**src/rtl/psk_frame_sched.sv**
```systemverilog
// Frame scheduler ahead of the BPSK/QPSK modulator: preamble, 16-bit length header, payload, idle gap.
// Define PSK_SCHED_SCRAMBLE_EN to XOR payload bytes with an x^7+x^4+1 additive scrambler (seed 7'h7F).
module psk_frame_sched #(
  parameter int unsigned PREAMBLE_LEN  = 32,
  parameter logic [31:0] PREAMBLE_WORD = 32'hF3A5_0C5A,
  parameter int unsigned GAP_SYMS      = 8
) (
  input  logic        clk_16M384,
  input  logic        rstn_16M384,
  input  logic        start,
  input  logic [15:0] frame_len,
  output logic        busy,
  output logic        done,
  input  logic [7:0]  s_tdata,
  input  logic        s_tvalid,
  output logic        s_tready,
  output logic [7:0]  m_tdata,
  output logic        m_tvalid,
  input  logic        m_tready,
  output logic        m_tlast,
  output logic        m_tuser,
  output logic        underrun_err,
  input  logic        clear_err
);

  typedef enum logic [2:0] {
    S_IDLE = 3'd0,
    S_PRE  = 3'd1,
    S_HDR  = 3'd2,
    S_PAY  = 3'd3,
    S_GAP  = 3'd4
  } state_t;

  state_t      state_q, state_d;
  logic [15:0] len_q, len_d;
  logic [15:0] cnt_q, cnt_d;
  logic [15:0] fetched_q, fetched_d;
  logic [7:0]  buf_q, buf_d;
  logic        buf_vld_q, buf_vld_d;
  logic [1:0]  pair_q, pair_d;
  logic [7:0]  tdata_q, tdata_d;
  logic        tvalid_q, tvalid_d;
  logic        tlast_q, tlast_d;
  logic        tuser_q, tuser_d;
  logic        done_q, done_d;
  logic        err_q, err_d;

  logic        slot_free_s, pre_last_s, hdr_last_s, pay_last_s;
  logic        gap_pulse_s, gap_last_s, fetch_s, pre_bit_s, hdr_bit_s;
  logic [4:0]  pre_idx_s;
  logic [3:0]  hdr_idx_s;
  logic [1:0]  pair_bits_s;
  logic [7:0]  ks_s;

  // A slot is free when nothing is presented or the modulator consumes this cycle
  assign slot_free_s = !tvalid_q || m_tready;
  assign pre_last_s  = (cnt_q == 16'(PREAMBLE_LEN - 1));
  assign hdr_last_s  = (cnt_q == 16'd15);
  assign gap_last_s  = (cnt_q == 16'(GAP_SYMS - 1));
  assign gap_pulse_s = m_tready && !tvalid_q;
  assign pre_idx_s   = 5'(PREAMBLE_LEN - 1) - cnt_q[4:0];
  assign hdr_idx_s   = 4'd15 - cnt_q[3:0];
  assign pre_bit_s   = PREAMBLE_WORD[pre_idx_s];
  assign hdr_bit_s   = len_q[hdr_idx_s];
  // The buffered byte is the frame's last one once every byte has been fetched
  assign pay_last_s  = buf_vld_q && (pair_q == 2'd3) && (fetched_q == len_q);
  assign s_tready    = !buf_vld_q && (state_q == S_PAY) && (fetched_q < len_q);
  assign fetch_s     = s_tvalid && s_tready;

  always_comb begin
    case (pair_q)
      2'd0:    pair_bits_s = buf_q[7:6];
      2'd1:    pair_bits_s = buf_q[5:4];
      2'd2:    pair_bits_s = buf_q[3:2];
      default: pair_bits_s = buf_q[1:0];
    endcase
  end

`ifdef PSK_SCHED_SCRAMBLE_EN
  logic [6:0] lfsr_q, lfsr_d;

  function automatic logic [7:0] lfsr_ks8(input logic [6:0] seed);
    logic [6:0] l;
    logic [7:0] ks;
    l = seed;
    for (int i = 7; i >= 0; i--) begin
      ks[i] = l[6];
      l = {l[5:0], l[6] ^ l[3]};
    end
    return ks;
  endfunction

  function automatic logic [6:0] lfsr_adv8(input logic [6:0] seed);
    logic [6:0] l;
    l = seed;
    for (int i = 0; i < 8; i++) begin
      l = {l[5:0], l[6] ^ l[3]};
    end
    return l;
  endfunction

  assign ks_s = lfsr_ks8(lfsr_q);

  // Scrambler reseeds outside PAY and steps one byte per fetched byte
  always_comb begin
    if (state_q != S_PAY) begin
      lfsr_d = 7'h7F;
    end else if (fetch_s) begin
      lfsr_d = lfsr_adv8(lfsr_q);
    end else begin
      lfsr_d = lfsr_q;
    end
  end

  always_ff @(posedge clk_16M384 or negedge rstn_16M384) begin
    if (!rstn_16M384) begin
      lfsr_q <= 7'h7F;
    end else begin
      lfsr_q <= lfsr_d;
    end
  end
`else
  assign ks_s = 8'h00;
`endif

  // State register
  always_ff @(posedge clk_16M384 or negedge rstn_16M384) begin
    if (!rstn_16M384) begin
      state_q <= S_IDLE;
    end else begin
      state_q <= state_d;
    end
  end

  // Next-state logic
  always_comb begin
    state_d = state_q;
    case (state_q)
      S_IDLE: if (start) state_d = S_PRE; else state_d = S_IDLE;
      S_PRE:  if (slot_free_s && pre_last_s) state_d = S_HDR; else state_d = S_PRE;
      S_HDR: begin
        if (slot_free_s && hdr_last_s) begin
          state_d = (len_q == 16'd0) ? S_GAP : S_PAY;
        end else begin
          state_d = S_HDR;
        end
      end
      S_PAY:  if (slot_free_s && pay_last_s) state_d = S_GAP; else state_d = S_PAY;
      S_GAP:  if (gap_pulse_s && gap_last_s) state_d = S_IDLE; else state_d = S_GAP;
      default: state_d = S_IDLE;
    endcase
  end

  // Symbol, counter and byte-buffer next values
  always_comb begin
    len_d     = len_q;
    cnt_d     = cnt_q;
    fetched_d = fetched_q;
    buf_d     = buf_q;
    buf_vld_d = buf_vld_q;
    pair_d    = pair_q;
    tdata_d   = tdata_q;
    tvalid_d  = tvalid_q;
    tlast_d   = tlast_q;
    tuser_d   = tuser_q;
    case (state_q)
      S_IDLE: begin
        cnt_d = 16'd0;
        if (start) begin
          len_d     = frame_len;
          fetched_d = 16'd0;
          buf_vld_d = 1'b0;
          pair_d    = 2'd0;
        end else begin
          len_d = len_q;
        end
      end
      S_PRE: begin
        if (slot_free_s) begin
          tdata_d  = {6'd0, pre_bit_s, pre_bit_s};
          tvalid_d = 1'b1;
          tuser_d  = 1'b1;
          tlast_d  = 1'b0;
          cnt_d    = pre_last_s ? 16'd0 : cnt_q + 16'd1;
        end else begin
          cnt_d = cnt_q;
        end
      end
      S_HDR: begin
        if (slot_free_s) begin
          tdata_d  = {6'd0, hdr_bit_s, hdr_bit_s};
          tvalid_d = 1'b1;
          tuser_d  = 1'b1;
          tlast_d  = (len_q == 16'd0) && hdr_last_s;
          cnt_d    = hdr_last_s ? 16'd0 : cnt_q + 16'd1;
        end else begin
          cnt_d = cnt_q;
        end
      end
      S_PAY: begin
        if (slot_free_s && buf_vld_q) begin
          tdata_d  = {6'd0, pair_bits_s};
          tvalid_d = 1'b1;
          tuser_d  = 1'b0;
          tlast_d  = pay_last_s;
          pair_d   = pair_q + 2'd1;
          buf_vld_d = (pair_q != 2'd3);
        end else if (slot_free_s) begin
          // Underrun: present nothing and keep the pair index where it is
          tdata_d  = 8'd0;
          tvalid_d = 1'b0;
          tuser_d  = 1'b0;
          tlast_d  = 1'b0;
        end else begin
          tvalid_d = tvalid_q;
        end
        if (fetch_s) begin
          buf_d     = s_tdata ^ ks_s;
          buf_vld_d = 1'b1;
          fetched_d = fetched_q + 16'd1;
        end else begin
          fetched_d = fetched_q;
        end
      end
      S_GAP: begin
        if (m_tready) begin
          tdata_d  = 8'd0;
          tvalid_d = 1'b0;
          tuser_d  = 1'b0;
          tlast_d  = 1'b0;
        end else begin
          tvalid_d = tvalid_q;
        end
        if (gap_pulse_s) begin
          cnt_d = gap_last_s ? 16'd0 : cnt_q + 16'd1;
        end else begin
          cnt_d = cnt_q;
        end
      end
      default: begin
        cnt_d = 16'd0;
      end
    endcase
  end

  // Done pulse and sticky underrun flag (clear has priority over set)
  always_comb begin
    done_d = (state_q == S_GAP) && (state_d == S_IDLE);
    if (clear_err) begin
      err_d = 1'b0;
    end else if ((state_q == S_PAY) && m_tready && !tvalid_q) begin
      err_d = 1'b1;
    end else begin
      err_d = err_q;
    end
  end

  // Datapath and output registers
  always_ff @(posedge clk_16M384 or negedge rstn_16M384) begin
    if (!rstn_16M384) begin
      len_q     <= 16'd0;
      cnt_q     <= 16'd0;
      fetched_q <= 16'd0;
      buf_q     <= 8'd0;
      buf_vld_q <= 1'b0;
      pair_q    <= 2'd0;
      tdata_q   <= 8'd0;
      tvalid_q  <= 1'b0;
      tlast_q   <= 1'b0;
      tuser_q   <= 1'b0;
      done_q    <= 1'b0;
      err_q     <= 1'b0;
    end else begin
      len_q     <= len_d;
      cnt_q     <= cnt_d;
      fetched_q <= fetched_d;
      buf_q     <= buf_d;
      buf_vld_q <= buf_vld_d;
      pair_q    <= pair_d;
      tdata_q   <= tdata_d;
      tvalid_q  <= tvalid_d;
      tlast_q   <= tlast_d;
      tuser_q   <= tuser_d;
      done_q    <= done_d;
      err_q     <= err_d;
    end
  end

  assign busy         = (state_q != S_IDLE);
  assign done         = done_q;
  assign m_tdata      = tdata_q;
  assign m_tvalid     = tvalid_q;
  assign m_tlast      = tlast_q;
  assign m_tuser      = tuser_q;
  assign underrun_err = err_q;

endmodule

```
**config.mk**
```make
export PLATFORM = sky130hd
export DESIGN_NAME = psk_frame_sched
export DESIGN_NICKNAME = d
export VERILOG_FILES = /design/src/rtl/psk_frame_sched.sv
export SDC_FILE = /design/constraint.sdc
export NUM_CORES = 1
export LEC_CHECK = 0
export ABC_CLOCK_PERIOD_IN_PS = 7400
export BUFFER_PORTS_ARGS = -buffer_cell sky130_fd_sc_hd__buf_2
export CORE_MARGIN = 2
export CORE_UTILIZATION = 55
export CTS_CLUSTER_DIAMETER = 80
export DETAILED_ROUTE_END_ITERATION = 10
export GPL_ROUTABILITY_DRIVEN = 1
export PLACE_DENSITY = 0.74
export SKIP_CTS_REPAIR_TIMING = 1
export SLEW_MARGIN = 0
export SYNTH_ARGS = -nofsm -noshare
export SYNTH_HDL_FRONTEND = slang
export SYNTH_SLANG_ARGS = --single-unit
export TNS_END_PERCENT = 10
```
**constraint.sdc**
```tcl
create_clock -name clk_16M384 -period 7.4 [get_ports clk_16M384]
set_input_delay 0.74 -clock clk_16M384 [delete_from_list [all_inputs] [get_ports clk_16M384]]
set_output_delay 0.74 -clock clk_16M384 [all_outputs]
set_load 0.05 [all_outputs]
```
==> results of run 1 <==
[placed cells by master, fill, tap and decap left out, drive strengths merged, types with 6 or more instances in the layout]
master and count:
nor3 10, dfrtp 69, or4 14, nor2b 6, nand2 61, and3 6
clkbuf 9, conb 6, o31ai 17, nand3 18, inv 29, o211ai 6
buf 40, ha 23, nor2 25, nand4 6, nor4 10, a21oi 29
o21ai 32, mux2 10
[critical path, cell delays in order (launching register included)]
cell	delay [ps]
dfrtp_1	390
inv_1	70
ha_1	290
nand4_1	170
nor4_1	510
a21boi_0	420
nor3_1	110
buf_2	230
[cell type report]
cell class,count,area (µm²)
sequential,69,1730
inverter,26,97.6
tap,99,124
clock inverter,7,80.1
multi-input combinational,346,2200
fill,637,2730
clock buffer,9,124
timing repair buffer,40,205
[power by group through the flow]
stage | clock network [µW] | logic, µW | registers [µW]
6_report | 321 | 544 | 606
5_1_grt | 343 | 610 | 621
4_1_cts | 325 | 546 | 604
3_5_place_dp | 0 | 541 | 612
3_3_place_gp | 0 | 522 | 605
2_1_floorplan | 0 | 427 | 585
[cells by family after synthesis]
kind of cell / Yosys count / share of synthesized area [%]
AO/OA/AOI/OAI: 115 / 17.6
adder cells (fa/ha/maj): 23 / 6.93
XOR/XNOR: 6 / 1.27
buffers and inverters: 53 / 5.73
flip-flops: 69 / 41.6
AND/OR/NAND/NOR: 182 / 22.5
other: 1 / 0.0904
multiplexers: 14 / 4.28
[per-layer routing]
| layer | vias to the layer above | GRT usage [%] | wire length (µm) |
|---|---|---|---|
| met5 | - | 0 | 0 |
| met4 | 0 | 6.31 | 132 |
| met3 | 12 | 5.84 | 441 |
| met2 | 94 | 37.2 | 4480 |
| met1 | 1698 | 30.6 | 4010 |
| li1 | 1743 | - | - |
[worst paths after layout]
path | start | end | slack [ps] | cells past startpoint
max in group asynchronous | rstn_16M384 | len_q[13]$_DFFE_PN0P_ | 6260 | 2
min in group asynchronous | rstn_16M384 | m_tvalid$_DFFE_PN0P_ | 560 | 2
min reg2reg | underrun_err$_DFFE_PN0P_ | underrun_err$_DFFE_PN0P_ | 510 | 2
max | len_q[14]$_DFFE_PN0P_ | s_tready | 4100 | 7
max reg2reg | len_q[14]$_DFFE_PN0P_ | buf_q[0]$_DFFE_PN0P_ | 4600 | 7
min | underrun_err$_DFFE_PN0P_ | underrun_err$_DFFE_PN0P_ | 510 | 2
[through the flow]
step           worst slack [ps]  utilization [%]  hold WS [ps]  cell area (µm²)  instances
6_report                   4100             62.6           506             4560        596
5_1_grt                    4010             62.6           523             4560        596
4_1_cts                    4130             62.6           513             4560        596
3_5_place_dp               4520             59.8           494             4360        580
3_3_place_gp               4530             59.8           477             4360        580
2_1_floorplan              4400                -           444             4170        468
[flip-flops by register name, summed over array words and instances (netlist names), 2 cells and up]
| register | cells |
|---|---|
| cnt_q | 16 |
| m_tdata | 2 |
| len_q | 16 |
| fetched_q | 16 |
| buf_q | 8 |
| state_q | 3 |
| pair_q | 2 |
==> results.json, run 1 <==
{
  "status": "finished, final reports clean",
  "p_int_uw": 856,
  "finalSetupViolations": 0,
  "cts_made_buffers": 9,
  "fmax_mhz": 303,
  "final_nets": 545,
  "start_util_pct": 56.9,
  "yosys_most_used_dff": "dfrtp_1",
  "dieWidth_um": 90.9,
  "cts-root-buf": "clkbuf_8",
  "crit_required_ps": 6660,
  "p_switching_uw": 615,
  "cp_max_fo": 3,
  "grt_pass1_vias": 3175,
  "grt_usage_pct": 22.9,
  "p_leak_uw": 0.00199,
  "ys_async_sr_fraction_pct": 100,
  "first_iter_violations": 195,
  "startpoint_type": "register",
  "place_hpwl_um": 6570,
  "power_density_nw_per_um2": 322,
  "antenna_found_initial": 0,
  "avgSynthCellArea_um2": 8.96,
  "synth.most_common_cell": "dfrtp_1",
  "max-slew-margin-rel_pct": 39.4,
  "peakVddDrop_uv": 137,
  "areaGrowthSynthToFinish_pct": 9.92,
  "synth_top_area_share_pct": 41.6,
  "avgRoutedWirePerCell_um": 15.2,
  "hold_violations": 0,
  "end_kind": "output port",
  "ant_nets": 0,
  "switching_share_pct": 41.8,
  "pwr-share-seq_pct": 41.2,
  "worstMarginPinSlew_ps": 907,
  "vias": 3547,
  "drive_above_1_share_pct": 14.7,
  "die_area_um2": 8260,
  "grt_pass1_wl_um": 15200,
  "synth-edff-count": 0,
  "synthTopCellsByCount": "dfrtp_1 (69), nand2_1 (61), o21ai_0 (30)",
  "yosys.area.top_type": "dfrtp_1",
  "cts_num_sinks": 69,
  "rsz0062_at_grt": "false",
  "synthDistinctLibCells": 57,
  "clock_path_buffers": 2,
  "clk_pin_slew_worst_paths_ps": 80,
  "totalWireLength_um": 9070,
  "n_antenna_cell": 0,
  "die_h_um": 90.9,
  "drc_errors": 0,
  "clock_latency_ps": 360,
  "skew_ps": 11.1,
  "tns_ps": 0,
  "p_clk_share_pct": 21.8,
  "syn-cell-area_um2": 4150,
  "synth_warnings": 0,
  "cts_tree": "built",
  "core_area_um2": 7290,
  "dr.pass1.iters": 5,
  "io_pins": 45,
  "grt_max_degree": 70,
  "gr-total-overflow": 0,
  "slew_violations": 0,
  "place.gp.congestion": 0.901,
  "min_path_type": "reg2reg",
  "drv_cap": 0,
  "io_buffers": 38,
  "h-tree-depth": 3,
  "netlist_top_cells_area": "dfrtp_1 (42%), ha_1 (6.9%), nand2_1 (5.5%)",
  "period_share_pct": 44.6,
  "syn_inst": 463,
  "p_comb_share_pct": 37.0,
  "crit_type": "reg2out",
  "power_uw": 1470,
  "via_per_inst": 5.95,
  "row_count": 31,
  "fin_crit_ps": 3300,
  "ys_ff_latch": 69,
  "seq_area_frac_synth_pct": 41.6,
  "arrival_ps": 2560
}
Note: power is estimated with default switching activity, not from simulation.
==> inputs of run 2 (changes only) <==
Settings changed: ABC_CLOCK_PERIOD_IN_PS 7400 to 2600, CORE_UTILIZATION 55 to 53, PLACE_DENSITY 0.74 to 0.75.
Clock period 7.4 ns to 2.6 ns, I/O delays scaled along.
==> run 2 against run 1 <==
  * Critical path depth rose by 2
  * Global-route usage is 0.70 points higher
  * Routed wire length up 13%
  * Worst hold slack got worse by 450 ps
  * Worst setup slack worse by 4100 ps
  * First-iteration DRC count fell by 12%
  * Via count up 6.8%
  * The run now ends with setup timing left
  * Die area is 3.6% higher
  * Core utilization rose by 2.4 points
  * Critical path type is now reg2reg
  * Clock-buffer cell count increased by 6
==> results.json, run 2 (synthesized netlist as in run 1, its figures left out) <==
{
  "skew_ps": 5.55,
  "cts_num_sinks": 69,
  "end_kind": "register",
  "arrival_ps": 2820,
  "crit_type": "reg2reg",
  "antenna_found_initial": 0,
  "dr.pass1.iters": 5,
  "slew_violations": 0,
  "rsz0062_at_grt": "true",
  "drv_cap": 0,
  "r2r_slack_ps": -10,
  "startpoint_type": "register",
  "max-slew-margin-rel_pct": 52.4,
  "row_count": 32,
  "final_common_cell": "dfrtp_1",
  "first_iter_violations": 172,
  "cts-root-buf": "clkbuf_8",
  "final_cell_mix": "dfrtp_1 (69), nand2_1 (61), buf_2 (37)",
  "io_pins": 45,
  "h-tree-depth": 3,
  "power_density_nw_per_um2": 889,
  "grt_max_degree": 45,
  "grt_pass1_wl_um": 16200,
  "drive_above_1_share_pct": 23.5,
  "clock_path_buffers": 2,
  "violations": "setup timing",
  "finalSetupViolations": 1,
  "dieWidth_um": 92.5,
  "place.gp.congestion": 0.858,
  "status": "complete, but fails checks",
  "r2r_cells": 9,
  "die_h_um": 92.5,
  "critPathMaxStageDelay_ps": 490,
  "n_antenna_cell": 0,
  "r2r_end": "fetched_q[6]$_DFFE_PN0P_",
  "tns_ps": -14.5,
  "grt_usage_pct": 23.6,
  "worstMarginPinSlew_ps": 709,
  "avgRoutedWirePerCell_um": 16.1,
  "gr-total-overflow": 0,
  "final_nets": 582,
  "totalWireLength_um": 10200,
  "fin_util_pct": 65.0,
  "period_share_pct": 101,
  "startpoint": "len_q[15]$_DFFE_PN0P_",
  "crit_required_ps": 2810,
  "setup_ws_ps": -14.5,
  "min_path_type": "in2reg",
  "power_uw": 4420,
  "ant_nets": 0,
  "via_per_inst": 5.96,
  "cts_made_buffers": 9,
  "drc_errors": 0,
  "place_hpwl_um": 7120,
  "p_leak_uw": 0.00219,
  "fmax_mhz": 382,
  "min-delay-start": "clear_err",
  "start_util_pct": 54.3,
  "hold_violations": 0,
  "die_area_um2": 8550,
  "worstHoldPathCells": 2,
  "grt_pass1_vias": 3559,
  "fin_crit_ps": 2610,
  "dpl-instance-area_um2": 4550,
  "clk_pin_slew_worst_paths_ps": 70,
  "fillers": 619,
  "vias": 3787,
  "cp_max_fo": 16,
  "dpl_worst_slack_ps": -108,
  "core_area_um2": 7650,
  "reg2reg_from": "len_q[15]$_DFFE_PN0P_",
  "slowest_stage": "or3_4",
  "areaGrowthSynthToFinish_pct": 19.8,
  "peakVddDrop_uv": 488,
  "holdPathEnd": "underrun_err$_DFFE_PN0P_",
  "worstPathCellList": "inv_2, ha_4, a211oi_2, o211ai_2, a211o_1, buf_4, or3_4, o31ai_1, a21oi_2",
  "cts_tree": "built",
  "final_area_um2": 4970,
  "io_buffers": 38,
  "clock_latency_ps": 340,
  "reg.largest.list": "cnt_q: 16 flops, fetched_q: 16 flops, len_q: 16 flops"
}
[run 2: how the worst max path moves through the flow]
stage                                      endpoint  slack [ps]  depth (start not counted)
after global placement    fetched_q[10]$_DFFE_PN0P_          -7                          8
after detailed placement  fetched_q[12]$_DFFE_PN0P_        -110                          8
final                      fetched_q[6]$_DFFE_PN0P_         -10                          9
after global routing       fetched_q[6]$_DFFE_PN0P_        -130                          9
after floorplan                            s_tready          80                          6
after CTS                                  s_tready        -220                          9
[run 2: report_power, final]
group	internal [µW]	leakage (µW)	switching, µW
sequential	1370	0.000895	271
combinational	793	0.00119	1120
clock	473	0.000102	394
total	2640	0.00219	1780
[run 2: routing by layer]
layer	track usage, %	routed length, µm	share of wire [%]
met2	40.5	5140	50
met3	3.91	465	4.5
met5	0	0	0
met1	30.3	4400	43
met4	8.33	233	2.3
[run 2: stage by stage]
stage | std cells | hold slack [ps]
finish | 635 | 60.2
global placement | 606 | 314
global route | 635 | 62.6
CTS | 621 | -57.4
floorplan | 468 | -35.6
detailed placement | 606 | 316
[run 2: layout make-up]
class	count	area [µm²]	share of cell area, %
clock buffers	15	196	3.95
inverters	26	97.6	1.96
multi-input cells	349	2340	47.2
flip-flops and latches	69	1730	34.7
well taps	102	128	2.57
repair buffers	74	478	9.61
[run 2: critical path: cells and delay by family, from the launching register on]
family,cells,cell delay [ps]
compound gates,5,1160
simple gates,1,490
flops,1,390
buf+inv,2,240
fa+ha+maj,1,210
==> inputs of run 3 (changes only) <==
Settings changed: ABC_AREA set to 1, ABC_CLOCK_PERIOD_IN_PS 2600 to 2800, BUFFER_PORTS_ARGS -buffer_cell sky130_fd_sc_hd__buf_2 to unset, CORE_UTILIZATION 53 to 55, DONT_BUFFER_PORTS set to 1, PLACE_DENSITY 0.75 to 0.69.
Clock period 2.6 ns to 2.8 ns, I/O delays scaled along.
==> run 3 against run 2 <==
  * Total power shrank 4.0%
  * Critical endpoint is now s_tready
  * First-iteration DRC count grew 92%
  * The flow now finishes without violations
  * Largest cell class unchanged
  * Cell count grew 25%
  * Clock skew grew 4.3 ps
  * Global-route usage grew 3.4 points
  * Highest routed layer unchanged
  * Non-clock buffer count shrank 66
  * Synthesized cell count grew 47%
  * Worst setup slack gained 350 ps
  * Sequential share of layout area shrank 0.28 points
  * Flip-flop and latch count is the same
==> results.json, run 3 <==
{
  "status": "finished, final reports clean",
  "drive_above_1_share_pct": 6.52,
  "critPathMaxStageDelay_ps": 540,
  "grt_max_degree": 70,
  "ys_ff_latch": 69,
  "crit_family": "simple AND/OR/NAND/NOR gates",
  "synth_warnings": 0,
  "row_count": 33,
  "clk_pin_slew_worst_paths_ps": 80,
  "grtUsageMet2_pct": 43.3,
  "first_iter_violations": 330,
  "final_area_um2": 5010,
  "antenna_found_initial": 0,
  "ant_nets": 0,
  "fmax_mhz": 406,
  "clock_latency_ps": 360,
  "synthDistinctLibCells": 36,
  "crit_type": "reg2out",
  "worstPathCellList": "ha_1, nand2_1, inv_1, o21ai_0, nand2_1, nor2_1, and2_1",
  "period_share_pct": 88.1,
  "crit_required_ps": 2520,
  "grt_usage_pct": 27.0,
  "max-slew-margin-rel_pct": 59.5,
  "cts_num_sinks": 69,
  "cts-root-buf": "clkbuf_8",
  "gr-total-overflow": 0,
  "path_buf_inv": 1,
  "slew_violations": 0,
  "clock_path_buffers": 2,
  "totalWireLength_um": 11500,
  "synth_top_family_by_area": "simple AND/OR/NAND/NOR gates",
  "yosys.area_share.adder_pct": 6.11,
  "drv_cap": 0,
  "cts_made_buffers": 9,
  "p_leak_uw": 0.00246,
  "peakVddDrop_uv": 398,
  "fin_cells": 795,
  "final_common_cell": "nand2_1",
  "start_util_pct": 57.1,
  "yosys_most_used_dff": "dfrtp_1",
  "via_per_inst": 5.44,
  "synth-compound-area-share_pct": 6.82,
  "synth_top_area_share_pct": 36.6,
  "drc_errors": 0,
  "core_area_um2": 8260,
  "avgRoutedWirePerCell_um": 14.5,
  "die_h_um": 96.6,
  "syn_inst": 682,
  "finalSetupViolations": 0,
  "end_kind": "output port",
  "fin_crit_ps": 2470,
  "rsz0062_at_grt": "false",
  "min_path_type": "in2reg",
  "grt_pass1_vias": 3911,
  "cts_tree": "built",
  "met1_usage_pct": 37.3,
  "dr.pass1.iters": 5,
  "die_area_um2": 9330,
  "tns_ps": 0,
  "netlist_top_cells_area": "dfrtp_1 (37%), nand2_1 (17%), nand3_1 (7.3%)",
  "use_met3_pct": 4.03,
  "areaGrowthSynthToFinish_pct": 6.32,
  "dieWidth_um": 96.6,
  "synthTopCellsByCount": "nand2_1 (209), nor2_1 (86), inv_1 (77)",
  "cpMostUsedCell": "nand2_1",
  "synth.most_common_cell": "nand2_1",
  "top_usage_layer": "met2",
  "hold_violations": 0,
  "h-tree-depth": 3,
  "io_buffers": 0,
  "seq_area_frac_synth_pct": 36.6,
  "synthSimpleGateAreaFrac_pct": 37.9,
  "slowest_stage": "and2_1",
  "syn-cell-area_um2": 4710,
  "power_density_nw_per_um2": 847,
  "place.gp.congestion": 0.918,
  "skew_ps": 9.85,
  "vias": 4327,
  "yosys.area.top_type": "dfrtp_1",
  "reg.largest.list": "cnt_q: 16 flops, fetched_q: 16 flops, len_q: 16 flops",
  "synthXorXnorAreaFrac_pct": 2.79,
  "power_uw": 4240,
  "io_pins": 45,
  "final_nets": 738,
  "startpoint_type": "register",
  "worstMarginPinSlew_ps": 607,
  "synth-edff-count": 0,
  "dpl.cell_count": 776,
  "cp_max_fo": 5,
  "arrival_ps": 2190,
  "avgSynthCellArea_um2": 6.91,
  "muxShareOfSynthArea_pct": 0,
  "dpl-instance-area_um2": 4760,
  "place_hpwl_um": 8450,
  "final_cell_mix": "nand2_1 (209), nor2_1 (86), inv_1 (77)",
  "ys_async_sr_fraction_pct": 100,
  "n_antenna_cell": 0,
  "grt_pass1_wl_um": 19100
}
-- run 3: changes by cell type after synthesis, moves of 10 or more --
cell      before  now
nor2_1        25   86
or4_1         14    0
inv_1         26   77
nand2_1       61  209
a21oi_1       29   10
clkbuf_1      18    2
nor4_1        10    0
o31ai_1       17    0
xor2_1         2   13
nand3_1       18   69
-- run 3: kinds of logic after synthesis --
logic type                 after synthesis
DFF                                     69
xor gates and xnor gates                15
AOI/OAI and AO/OA                       58
other                                    1
adders and majority gates               23
buffers and inverters                  105
and+or+nand+nor                        411
-- run 3: through the flow --
stage / hold WS, ps / utilization (%) / setup WS (ps)
2_1_floorplan: -15.6 / - / 928
3_3_place_gp: -13.8 / 57.7 / 720
3_5_place_dp: -14.0 / 57.7 / 632
4_1_cts: -410 / 60.1 / 355
5_1_grt: 34.7 / 60.7 / 178
6_report: 31.7 / 60.7 / 334
-- run 3: layout make-up --
class / instances / area, µm²
clock buffers: 11 / 141
clock inverters: 5 / 58.8
fillers: 790 / 3250
inverters: 84 / 320
multi-input cells: 513 / 2550
flip-flops and latches: 69 / 1730
well taps: 105 / 131
repair buffers: 8 / 85.1
-- run 3: power by group --
part           leakage (µW)  switching (µW)  internal, µW  total (µW)
Combinational       0.00146            1290           538        1830
Clock             0.0000959             419           438         856
Sequential         0.000911             305          1250        1550
-- run 3: worst register-to-register path, cell delays in order, from the launching register on --
cell and delay [ps]:
dfrtp_1 440, ha_1 330, nand2_1 70, inv_1 30, o21ai_0 170, nand2_1 70
nor2_1 160, nand3_2 340, nand2_2 380, nand2_1 100, nand2_1 70
-- run 3: worst paths after layout --
path	endpoint	startpoint	cells after the start	slack, ps
max in group asynchronous	fetched_q[3]$_DFFE_PN0P_	rstn_16M384	2	2070
worst max-delay path	s_tready	fetched_q[13]$_DFFE_PN0P_	7	330
min in group asynchronous	cnt_q[11]$_DFFE_PN0P_	rstn_16M384	2	450
worst min register to register	buf_q[7]$_DFFE_PN0P_	buf_q[7]$_DFFE_PN0P_	2	500
worst min-delay path	len_q[0]$_DFFE_PN0P_	frame_len[0]	2	30
worst max register to register	fetched_q[15]$_DFFE_PN0P_	fetched_q[13]$_DFFE_PN0P_	10	570
-- run 3: layer usage --
layer | wire length (µm) | up-vias
met3 | 575 | 16
met4 | 170 | 0
met2 | 5260 | 135
li1 | - | 2163
met5 | 0 | -
met1 | 5520 | 2013
